`config.mk`:
```
export PLATFORM = sky130hd
export DESIGN_NAME = alu_muldiv_flat
export DESIGN_NICKNAME = d
export VERILOG_FILES = /design/src/rtl/alu_muldiv_pkg.sv /design/src/rtl/alu_muldiv_if.sv /design/src/rtl/alu_muldiv_iter.sv /design/src/rtl/alu_muldiv.sv /design/src/flat_wrapper.sv
export SDC_FILE = /design/constraint.sdc
export NUM_CORES = 1
export LEC_CHECK = 0
export CELL_PAD_IN_SITES_DETAIL_PLACEMENT = 0
export CELL_PAD_IN_SITES_GLOBAL_PLACEMENT = 2
export CORE_MARGIN = 10
export CORE_UTILIZATION = 35
export CTS_BUF_LIST = sky130_fd_sc_hd__clkbuf_4 sky130_fd_sc_hd__clkbuf_8 sky130_fd_sc_hd__clkbuf_16
export CTS_CLUSTER_DIAMETER = 100
export CTS_CLUSTER_SIZE = 14
export DETAILED_ROUTE_END_ITERATION = 12
export GPL_TIMING_DRIVEN = 1
export PLACE_DENSITY_LB_ADDON = 0.1
export SYNTH_ARGS = -nofsm -noshare
export SYNTH_HDL_FRONTEND = slang
export SYNTH_SLANG_ARGS = --single-unit
```
`constraint.sdc`:
```
create_clock -name clk -period 6.04 [get_ports clk]
set_input_delay 1.208 -clock clk [delete_from_list [all_inputs] [get_ports clk]]
set_output_delay 1.208 -clock clk [all_outputs]
set_load 0.02 [all_outputs]
```
`src/rtl/alu_muldiv_pkg.sv`:
```
// alu_muldiv_pkg: shared op codes, FSM states and op-class helpers for the RV32M unit
package alu_muldiv_pkg;
  typedef enum logic [1:0] {IDLE, RUN, DONE} state_t;
  typedef enum logic [2:0] {
    OP_MUL    = 3'b000,
    OP_MULH   = 3'b001,
    OP_MULHSU = 3'b010,
    OP_MULHU  = 3'b011,
    OP_DIV    = 3'b100,
    OP_DIVU   = 3'b101,
    OP_REM    = 3'b110,
    OP_REMU   = 3'b111
  } op_t;
  function automatic logic is_signed_a(op_t op);
    return op inside {OP_MULH, OP_MULHSU, OP_DIV, OP_REM};
  endfunction
  function automatic logic is_signed_b(op_t op);
    return op inside {OP_MULH, OP_DIV, OP_REM};
  endfunction
  function automatic logic is_div(op_t op);
    return op inside {OP_DIV, OP_DIVU, OP_REM, OP_REMU};
  endfunction
  function automatic logic is_rem(op_t op);
    return op inside {OP_REM, OP_REMU};
  endfunction
endpackage

```
`src/rtl/alu_muldiv_if.sv`:
```
// alu_muldiv_if: request/response bundle between EX stage and the mul/div unit
interface alu_muldiv_if
  import alu_muldiv_pkg::*;
#(
  parameter int WIDTH = 32
);
  logic start, flush, busy, done;
  op_t op;
  logic [WIDTH-1:0] a, b, result;
  modport master (output start, flush, op, a, b, input busy, done, result);
  modport slave (input start, flush, op, a, b, output busy, done, result);
endinterface

```
`src/rtl/alu_muldiv_iter.sv`:
```
// alu_muldiv_iter: unsigned one-bit-per-step shift-add multiply / restoring divide datapath
module alu_muldiv_iter #(
  parameter int WIDTH = 32
) (
  input  logic             clk,
  input  logic             rst,
  input  logic             load,
  input  logic             step,
  input  logic             div,
  input  logic [WIDTH-1:0] x,
  input  logic [WIDTH-1:0] y,
  output logic [WIDTH-1:0] hi_n,
  output logic [WIDTH-1:0] lo_n
);
  logic [WIDTH-1:0] acc, q, m;
  logic [WIDTH:0] sum, shl, diff;
  // next accumulator/shift-register values; the owner samples them on the final step
  always_comb begin
    sum = {1'b0, acc} + (q[0] ? {1'b0, m} : '0);
    shl = {acc, q[WIDTH-1]};
    diff = shl - {1'b0, m};
    hi_n = div ? (diff[WIDTH] ? shl[WIDTH-1:0] : diff[WIDTH-1:0]) : sum[WIDTH:1];
    lo_n = div ? {q[WIDTH-2:0], ~diff[WIDTH]} : {sum[0], q[WIDTH-1:1]};
  end
  // load operands on accept, advance one bit per RUN cycle
  always_ff @(posedge clk) begin
    if (rst) begin
      acc <= '0;
      q <= '0;
      m <= '0;
    end else if (load) begin
      acc <= '0;
      q <= x;
      m <= y;
    end else if (step) begin
      acc <= hi_n;
      q <= lo_n;
    end
  end
endmodule

```
`src/rtl/alu_muldiv.sv`:
```
// alu_muldiv: iterative RV32M multiply/divide unit with sign fix-up and special-case bypass
module alu_muldiv
  import alu_muldiv_pkg::*;
#(
  parameter int WIDTH = 32
) (
  input logic         clk,
  input logic         rst,
  alu_muldiv_if.slave bus
);
  localparam int CW = $clog2(WIDTH);
  localparam logic [WIDTH-1:0] MIN = {1'b1, {(WIDTH-1){1'b0}}};
  state_t state;
  op_t op_r;
  logic neg_r, busy_q, done_q, sa, sb, special;
  logic [CW-1:0] cnt;
  logic [WIDTH-1:0] res_q, mag_a, mag_b, spec_res, hi_n, lo_n, div_v, res_n;
  logic [2*WIDTH-1:0] prod;
  alu_muldiv_iter #(.WIDTH(WIDTH)) u_iter (
    .clk  (clk),
    .rst  (rst),
    .load (state == IDLE && bus.start && !bus.flush),
    .step (state == RUN),
    .div  (is_div(op_r)),
    .x    (mag_a),
    .y    (mag_b),
    .hi_n (hi_n),
    .lo_n (lo_n)
  );
  // accept-time magnitudes and special-case detect, plus final sign fix-up of the core result
  always_comb begin
    sa = is_signed_a(bus.op) & bus.a[WIDTH-1];
    sb = is_signed_b(bus.op) & bus.b[WIDTH-1];
    mag_a = sa ? -bus.a : bus.a;
    mag_b = sb ? -bus.b : bus.b;
    special = is_div(bus.op) & ((bus.b == '0) | (is_signed_b(bus.op) & bus.a == MIN & bus.b == '1));
    spec_res = bus.b == '0 ? (is_rem(bus.op) ? bus.a : '1) : (is_rem(bus.op) ? '0 : bus.a);
    prod = neg_r ? -{hi_n, lo_n} : {hi_n, lo_n};
    div_v = is_rem(op_r) ? hi_n : lo_n;
    res_n = is_div(op_r) ? (neg_r ? -div_v : div_v) :
            (op_r == OP_MUL ? prod[WIDTH-1:0] : prod[2*WIDTH-1:WIDTH]);
  end
  // control FSM: flush beats start, result register only loads on entry to DONE
  always_ff @(posedge clk) begin
    if (rst) begin
      state <= IDLE;
      op_r <= OP_MUL;
      neg_r <= 1'b0;
      cnt <= '0;
      busy_q <= 1'b0;
      done_q <= 1'b0;
      res_q <= '0;
    end else if (bus.flush) begin
      state <= IDLE;
      cnt <= '0;
      busy_q <= 1'b0;
      done_q <= 1'b0;
    end else begin
      case (state)
        IDLE: if (bus.start) begin
          op_r <= bus.op;
          neg_r <= sa ^ (sb & ~is_rem(bus.op));
          cnt <= '0;
          busy_q <= 1'b1;
          done_q <= special;
          state <= special ? DONE : RUN;
          if (special) res_q <= spec_res;
        end
        RUN: begin
          cnt <= cnt + 1'b1;
          if (cnt == CW'(WIDTH - 1)) begin
            state <= DONE;
            done_q <= 1'b1;
            res_q <= res_n;
          end
        end
        DONE: begin
          state <= IDLE;
          busy_q <= 1'b0;
          done_q <= 1'b0;
        end
        default: state <= IDLE;
      endcase
    end
  end
  assign bus.busy = busy_q;
  assign bus.done = done_q;
  assign bus.result = res_q;
endmodule
```
`src/flat_wrapper.sv`:
```
// flat-port wrapper written by rule: the top's interface ports become plain ports
module alu_muldiv_flat import alu_muldiv_pkg::*;
#(
  parameter int WIDTH = 32
)
  (clk, rst, bus_start, bus_flush, bus_op, bus_a, bus_b, bus_busy, bus_done, bus_result);
  alu_muldiv_if #(.WIDTH(WIDTH)) bus_i ();
  input logic clk;
  input logic rst;
  input wire logic [$bits(bus_i.start)-1:0] bus_start;
  input wire logic [$bits(bus_i.flush)-1:0] bus_flush;
  input wire logic [$bits(bus_i.op)-1:0] bus_op;
  input wire logic [$bits(bus_i.a)-1:0] bus_a;
  input wire logic [$bits(bus_i.b)-1:0] bus_b;
  output wire logic [$bits(bus_i.busy)-1:0] bus_busy;
  output wire logic [$bits(bus_i.done)-1:0] bus_done;
  output wire logic [$bits(bus_i.result)-1:0] bus_result;
  assign bus_i.start = bus_start;
  assign bus_i.flush = bus_flush;
  assign bus_i.op = bus_op;
  assign bus_i.a = bus_a;
  assign bus_i.b = bus_b;
  assign bus_busy = bus_i.busy;
  assign bus_done = bus_i.done;
  assign bus_result = bus_i.result;
  alu_muldiv #(.WIDTH(WIDTH)) u_core (.clk(clk), .rst(rst), .bus(bus_i));
endmodule
```
-- Word-level counts from Yosys, hierarchy flattened
Index checks and enable logic that the tools add are counted.
- register bits: 141
- input port bits: 71
- output and inout port bits: 34
- word-level logic and storage cells: 101
- add/sub/neg operators: 7
- equality and inequality tests: 18
- multiplexer cells: 31
- bitwise operators: 11
- reduce and logical (&&, ||, !) cells: 24
- operators with widths (operator ; count):
    $mux W32 ; 18
    $neg A32 Y32 ; 3
    $eq A32 B32 Y1 const B ; 2
    $mux W64 ; 1
    $neg A64 Y64 ; 1
    $pmux W32 S2 ; 1
    $add A32 B33 Y33 ; 1
    $sub A33 B32 Y33 ; 1
    $logic_not A32 Y1 ; 1
    $eq A3 B3 Y1 const B ; 8
    $reduce_bool A4 Y1 ; 3
    $pmux W5 S2 ; 1
    $reduce_bool A2 Y1 ; 5
    $and A1 B1 Y1 ; 6
    $mux W2 ; 3
    $reduce_and A2 Y1 ; 3
    $reduce_and A3 Y1 ; 2
    $reduce_bool A3 Y1 ; 2
    $add A5 B1 Y5 const B ; 1
    $eq A5 B5 Y1 const B ; 1
    $mux W5 ; 1
    $reduce_and A5 Y1 ; 1
    $ne A2 B1 Y1 const B ; 2
    $pmux W2 S2 ; 1
    other kinds (16) ; 22

-- Depth between registers and ports, before layout
- depth in word-level cells: 9
- depth in mapped cells: 25
- depth with buffers taken out: 23

-- Modules after synthesis
From an unflattened synthesis, not the netlist that was laid out.
- cell total of the unflattened synthesis: 2299
- area, all modules: 16278.1 um2
- modules (own cells, without submodules) (module ; times used ; cells an instance ; area an instance (um2)):
    alu_muldiv_iter ; 1 ; 1117 ; 8429.3
    alu_muldiv ; 1 ; 1182 ; 7848.8

-- Worst setup path after synthesis
Ideal clock, no wire load.
- path kind: register to register
- start point: register u_core.u_iter.q[31]
- end point: register u_core.res_q[18], in the netlist u_core.bus.result[18]
- setup time: 117 ps
- arrival time: 5425 ps
- data required time: 5923 ps
- setup slack: 498 ps
- stages on the path, launching flop included: 26
- path buffers: 2
- path through: dfxtp_1 inv_1 ha_1 inv_1 fa_1 a211oi_2 o211ai_1 nand2_1 a211oi_2 o2111ai_1 a21boi_0 ha_1 o211ai_1 nor3_2 nand2_1 or2_1 o21ai_0 and2_1 and4_1 buf_4 or4b_1 buf_2 nor2_2 o32ai_1 a221o_1 a22o_1
- cells in the longest elaborated chain, start to end: 9
- elaborated cells between the ends (all ways): 14
- those cells by class: add/sub (3); mux (10); bitwise (1)
- RTL lines (item ; RTL line ; text):
    start: declaration ; alu_muldiv_iter.sv:15 ; logic [WIDTH-1:0] acc, q, m;
    start signal: assignment ; alu_muldiv_iter.sv:37 ; q <= lo_n;
    $sub A33 B32 Y33 ; alu_muldiv_iter.sv:21 ; diff = shl - {1'b0, m};
    $mux W32 or $not A1 Y1 (tied branches) ; alu_muldiv_iter.sv:22, alu_muldiv_iter.sv:23 ;
    $mux W32, on equally long branches ; alu_muldiv_iter.sv:22, alu_muldiv_iter.sv:23 ;
    $neg A64 Y64 or $mux W32 (tied branches) ; alu_muldiv.sv:38, alu_muldiv.sv:39 ;
    $mux W64 or $neg A32 Y32 (tied branches) ; alu_muldiv.sv:38, alu_muldiv.sv:40 ;
    $mux W32, on equally long branches ; alu_muldiv.sv:41, alu_muldiv.sv:40 ;
    $mux W32 * ; alu_muldiv.sv:40 ; res_n = is_div(op_r) ? (neg_r ? -div_v : div_v) :
    $mux W32 * ; alu_muldiv.sv:71 ; if (cnt == CW'(WIDTH - 1)) begin
    $pmux W32 S2 * ; alu_muldiv.sv:59 ; case (state)
    end signal: assignment ; alu_muldiv.sv:67 ; if (special) res_q <= spec_res;
    end signal: assignment ; alu_muldiv.sv:74 ; res_q <= res_n;
    end: declaration ; alu_muldiv.sv:17 ; logic [WIDTH-1:0] res_q, mag_a, mag_b, spec_res, hi_n, lo_n, div_v, res_n;
Every way passes the cells marked *; elsewhere a longest branch is shown, timed or not. The select of a mux whose other input is x is not followed.
A chain may end at the register's enable or synchronous reset.

-- Worst setup path in the final report
Same ends and word-level chain as after synthesis.

==> key figures <==
Drt
  – Via-per-instance ratio: between 6 and 7
  – Top Metal Used: met4
  – DR vias: between 15000 and 20000
  – Initial drt markers: around 1900
  – DRT antenna net count: 0
  – Met1 wire length: 37360 microns
  – Final wirelength: roughly 84000 microns
  – Met2 WL: ~37000 microns
  – WL/cell: between 20 and 30 microns
  – Met3 wire length: approximately 6600 microns
  – # DRC: 0
  – Drt pass-1 iters: 6

STA
  – Final worst path period need: between 5 and 6 ns
  – Skew final: approximately 0.013 ns
  – Relative slew slack: about 17%
  – Setup_tns: 0 ns
  – Max Slew Vio Count: 0
  – Final hold vios: 0
  – Final setup violation count: 0
  – Final period utilization: around 94%
  – F_max: between 150 and 200 MHz
  – RSZ-0062 raised after global routing: false
  – Tightest Pin Transition: 1.213 ns

Yosys
  – Largest family of logic cells by synthesized area: compound AO/OA/AOI/OAI gates
  – Compound-cell area share of the yosys netlist: a little under a third
  – Simple-Gate Fraction of Synth Area: approximately 26%
  – Synth async-reset ratio: 0%
  – Primary FF master, synth: dfxtp_1
  – Synthesized area: approximately 0.017 sq mm
  – Cell taking the most area after synthesis: dfxtp_1
  – Number of synthesized flops with an enable pin: 0
  – Syn avg cell area: 7.016 sq um
  – Synthesized net count: 2594
  – Dominant cells by area after synthesis: dfxtp_1 (16%), nor2_1 (6.5%), a21oi_1 (6.1%), ha_1 (5.5%), nand2_1 (5.2%)
  – Sequential share of the synthesized area: about 16%
  – Yosys top cell area share: ~16%
  – Yosys warning count: 0
  – Post-Synth Adder-Cell Area: 6.985%
  – Mux cell area share after synthesis: around 5.5%
  – Xor and xnor fraction of the mapped netlist area: 7.656%
  – Post-Syn Instances: approximately 2400
  – FF+latch count, synth: 141
  – Unique masters post-synth: roughly 110

Floorplanning
  – Site Rows: 81
  – Die area: between 0.05 and 0.06 sq mm
  – Die width: around 240 microns
  – Die H: 241.4 microns
  – Starting Density: about a third
  – # IOs: around 110
  – CORE AREA: between 0.04 and 0.05 sq mm

Clock tree
  – CTS tree: built
  – Cts bufs inserted: 17
  – H-Tree Depth: 4
  – CTS Hold Bufs: 0
  – Clock sink count: between 100 and 150
  – Root buf cell: clkbuf_16
  – Reg clk slew, reported paths: about 0.07 ns
  – Worst skew pair latency: about 0.51 ns
  – Clk buf depth: 2

Placement
  – GPL Wtd Cong: around 0.96
  – Port Buffers: approximately 100
  – DPL Wire Length: about 67000 microns

Layout
  – Final net count: around 2700
  – Commonest non-fill, non-tap cell in the layout: nor2_1
  – Most frequent cells in the layout: nor2_1 (295), nand2_1 (240), a21oi_1 (209)
  – Area delta synth->final: 15.63%
  – Antenna diodes: 0
  – Layout cells sized above 1: around 9%

Power
  – Tot Pwr: between 4000 and 5000 uW
  – Pwr dens: between 200 and 250 mW/mm^2
  – Clock power share: between 30% and 40%
  – Leakage power: roughly 0.0073 uW
  – VDD IR max: roughly 0.24 mV
  – Cell Int Power: 2422 uW
  – Seq pwr share: between 20% and 30%
  – Combinational power share: about 45%
  – Switching Fraction: a little over two fifths
  – Switching pwr: approximately 1800 uW

Status
  – Outcome: complete, no violations

Setup path
  – Setup CP Type: register to register
  – Slowest cell delay on critical path: roughly 0.60 ns
  – Critical path capture point type: register
  – FF-to-FF End: u_core.bus.result[18]$_SDFFE_PP0P_
  – R2R Setup Slk: around 0.39 ns
  – WP data arrival: ~6.1 ns
  – Crit-path cells: inv_1 -> ha_1 -> inv_1 -> fa_1 -> a211oi_2 -> o211ai_1 -> nand2_1 -> a211oi_2 -> o2111ai_2 -> a21boi_1 -> ha_1 -> o211ai_1 -> nor3_2 -> nand2_1 -> or2_1 -> o21ai_0 -> and2_1 -> and4_1 -> or4b_1 -> nor2_2 -> o32ai_1 -> a221o_1 -> a22o_1
  – Worst r2r path cells: 23
  – Worst setup SP type: register
  – R2r startpoint: u_core.u_iter.q[31]$_SDFFE_PP0P_
  – Critical path required time: between 6 and 7 ns
  – Slowest CP cell: or4b_1
  – CP max FO: 6

Worst hold path
  – Hold Path End: u_core.u_iter.m[31]$_SDFFE_PP0P_
  – Worst hold path depth: 2
  – Hold Path Class: register to register
  – Hold Crit Start: u_core.u_iter.m[31]$_SDFFE_PP0P_

GRT
  – Initial antenna violation count: 7
  – Tot GR Track Use: 28.65%
  – Vias in the first global route: about 19000
  – First-pass GRT wire length: 122900 microns
  – Overflow after GRT: 0
  – Pin count of the biggest net entering global routing: around 100

Run
  – Max_cap viols: 0
sequential cells by signal, indices dropped and copies added, names as in the netlist:
| signal | cells |
|---|---|
| u_core.bus.busy | 1 |
| u_core.u_iter.m | 32 |
| u_core.u_iter.q | 32 |
| u_core.neg_r | 1 |
| u_core.bus.done | 1 |
| u_core.cnt | 5 |
| u_core.u_iter.acc | 32 |
| u_core.bus.result | 32 |
| u_core.state | 2 |
| u_core.op_r | 3 |
power by group through the flow:
stage / Clock (uW) / Sequential (uW) / Combinational [uW]
2_1_floorplan: 0 / 1050 / 1190
3_3_place_gp: 0 / 1080 / 1880
3_5_place_dp: 0 / 1080 / 1870
4_1_cts: 1310 / 1060 / 1880
5_1_grt: 1340 / 1060 / 2050
6_report: 1290 / 1060 / 1910
worst max-delay path by stage:
stage                                      from                            endpoint  slack [ns]  cells past startpoint
4_1_cts        u_core.u_iter.q[31]$_SDFFE_PP0P_  u_core.bus.result[18]$_SDFFE_PP0P_        0.22                     23
6_report       u_core.u_iter.q[31]$_SDFFE_PP0P_  u_core.bus.result[18]$_SDFFE_PP0P_        0.39                     23
5_1_grt        u_core.u_iter.q[31]$_SDFFE_PP0P_  u_core.bus.result[18]$_SDFFE_PP0P_        0.04                     23
3_3_place_gp   u_core.u_iter.q[31]$_SDFFE_PP0P_  u_core.bus.result[18]$_SDFFE_PP0P_        0.40                     23
2_1_floorplan  u_core.u_iter.q[31]$_SDFFE_PP0P_  u_core.bus.result[18]$_SDFFE_PP0P_        0.50                     25
3_5_place_dp   u_core.u_iter.q[31]$_SDFFE_PP0P_  u_core.bus.result[18]$_SDFFE_PP0P_        0.25                     23
Yosys cell counts, types with 31 or more instances:
cell and count:
a211oi_1 94, a21oi_1 209, a31oi_1 31, and2_1 60
clkbuf_1 110, dfxtp_1 141, ha_1 75, inv_1 82
mux2i_1 73, nand2_1 240, nand3_1 57, nand4_1 32
nor2_1 296, nor3_1 73, o21ai_0 164, xnor2_1 80
xor2_1 70
per-stage QoR:
step	utilization [%]	area, sq um	setup WS [ns]	instances	hold slack (ns)
finish	40.70	19840	0.3859	3184	0.4686
global placement	39.30	19160	0.3989	3152	0.4515
detailed placement	39.30	19160	0.2460	3152	0.4569
global route	40.70	19840	0.04167	3184	0.4983
CTS	40.68	19830	0.2169	3184	0.4658
floorplan	-	17160	0.4981	2446	0.4403
critical path: cells and delay by family (launching register included):
family | cells | cell delay (ns)
compound gates | 10 | 2.23
simple gates | 8 | 2.01
fa+ha+maj | 3 | 0.83
flops | 1 | 0.34
buf+inv | 2 | 0.14
routing by layer:
| layer | up-vias | GRT usage [%] |
|---|---|---|
| li1 | 9144 | - |
| met1 | 9473 | 37.80 |
| met2 | 703 | 44.49 |
| met3 | 134 | 6.586 |
| met4 | 0 | 10.95 |
| met5 | - | 0 |
cells by family (layout without fill, tap and decap cells):
| logic type | Yosys count | in the layout |
|---|---|---|
| mux | 92 | 92 |
| buf+inv | 251 | 325 |
| simple gates | 923 | 923 |
| xor+xnor | 150 | 150 |
| compound gates | 790 | 790 |
| flops | 141 | 141 |
| fa+ha+maj | 99 | 99 |
cell type report:
cell class | count | area, sq um
clock buffer | 22 | 493.0
clock inverter | 10 | 182.7
fill | 5240 | 28910
inverter | 84 | 315.3
multi-input combinational | 2054 | 13330
sequential | 141 | 2829
tap | 664 | 830.8
timing repair buffer | 209 | 1864
timing repair:
action / CTS / global route
resized for setup: 0 / 3
setup buffers: 0 / 0
setup endpoints to repair: 0 / 5
No activity file was read; power rests on OpenSTA's default activity.
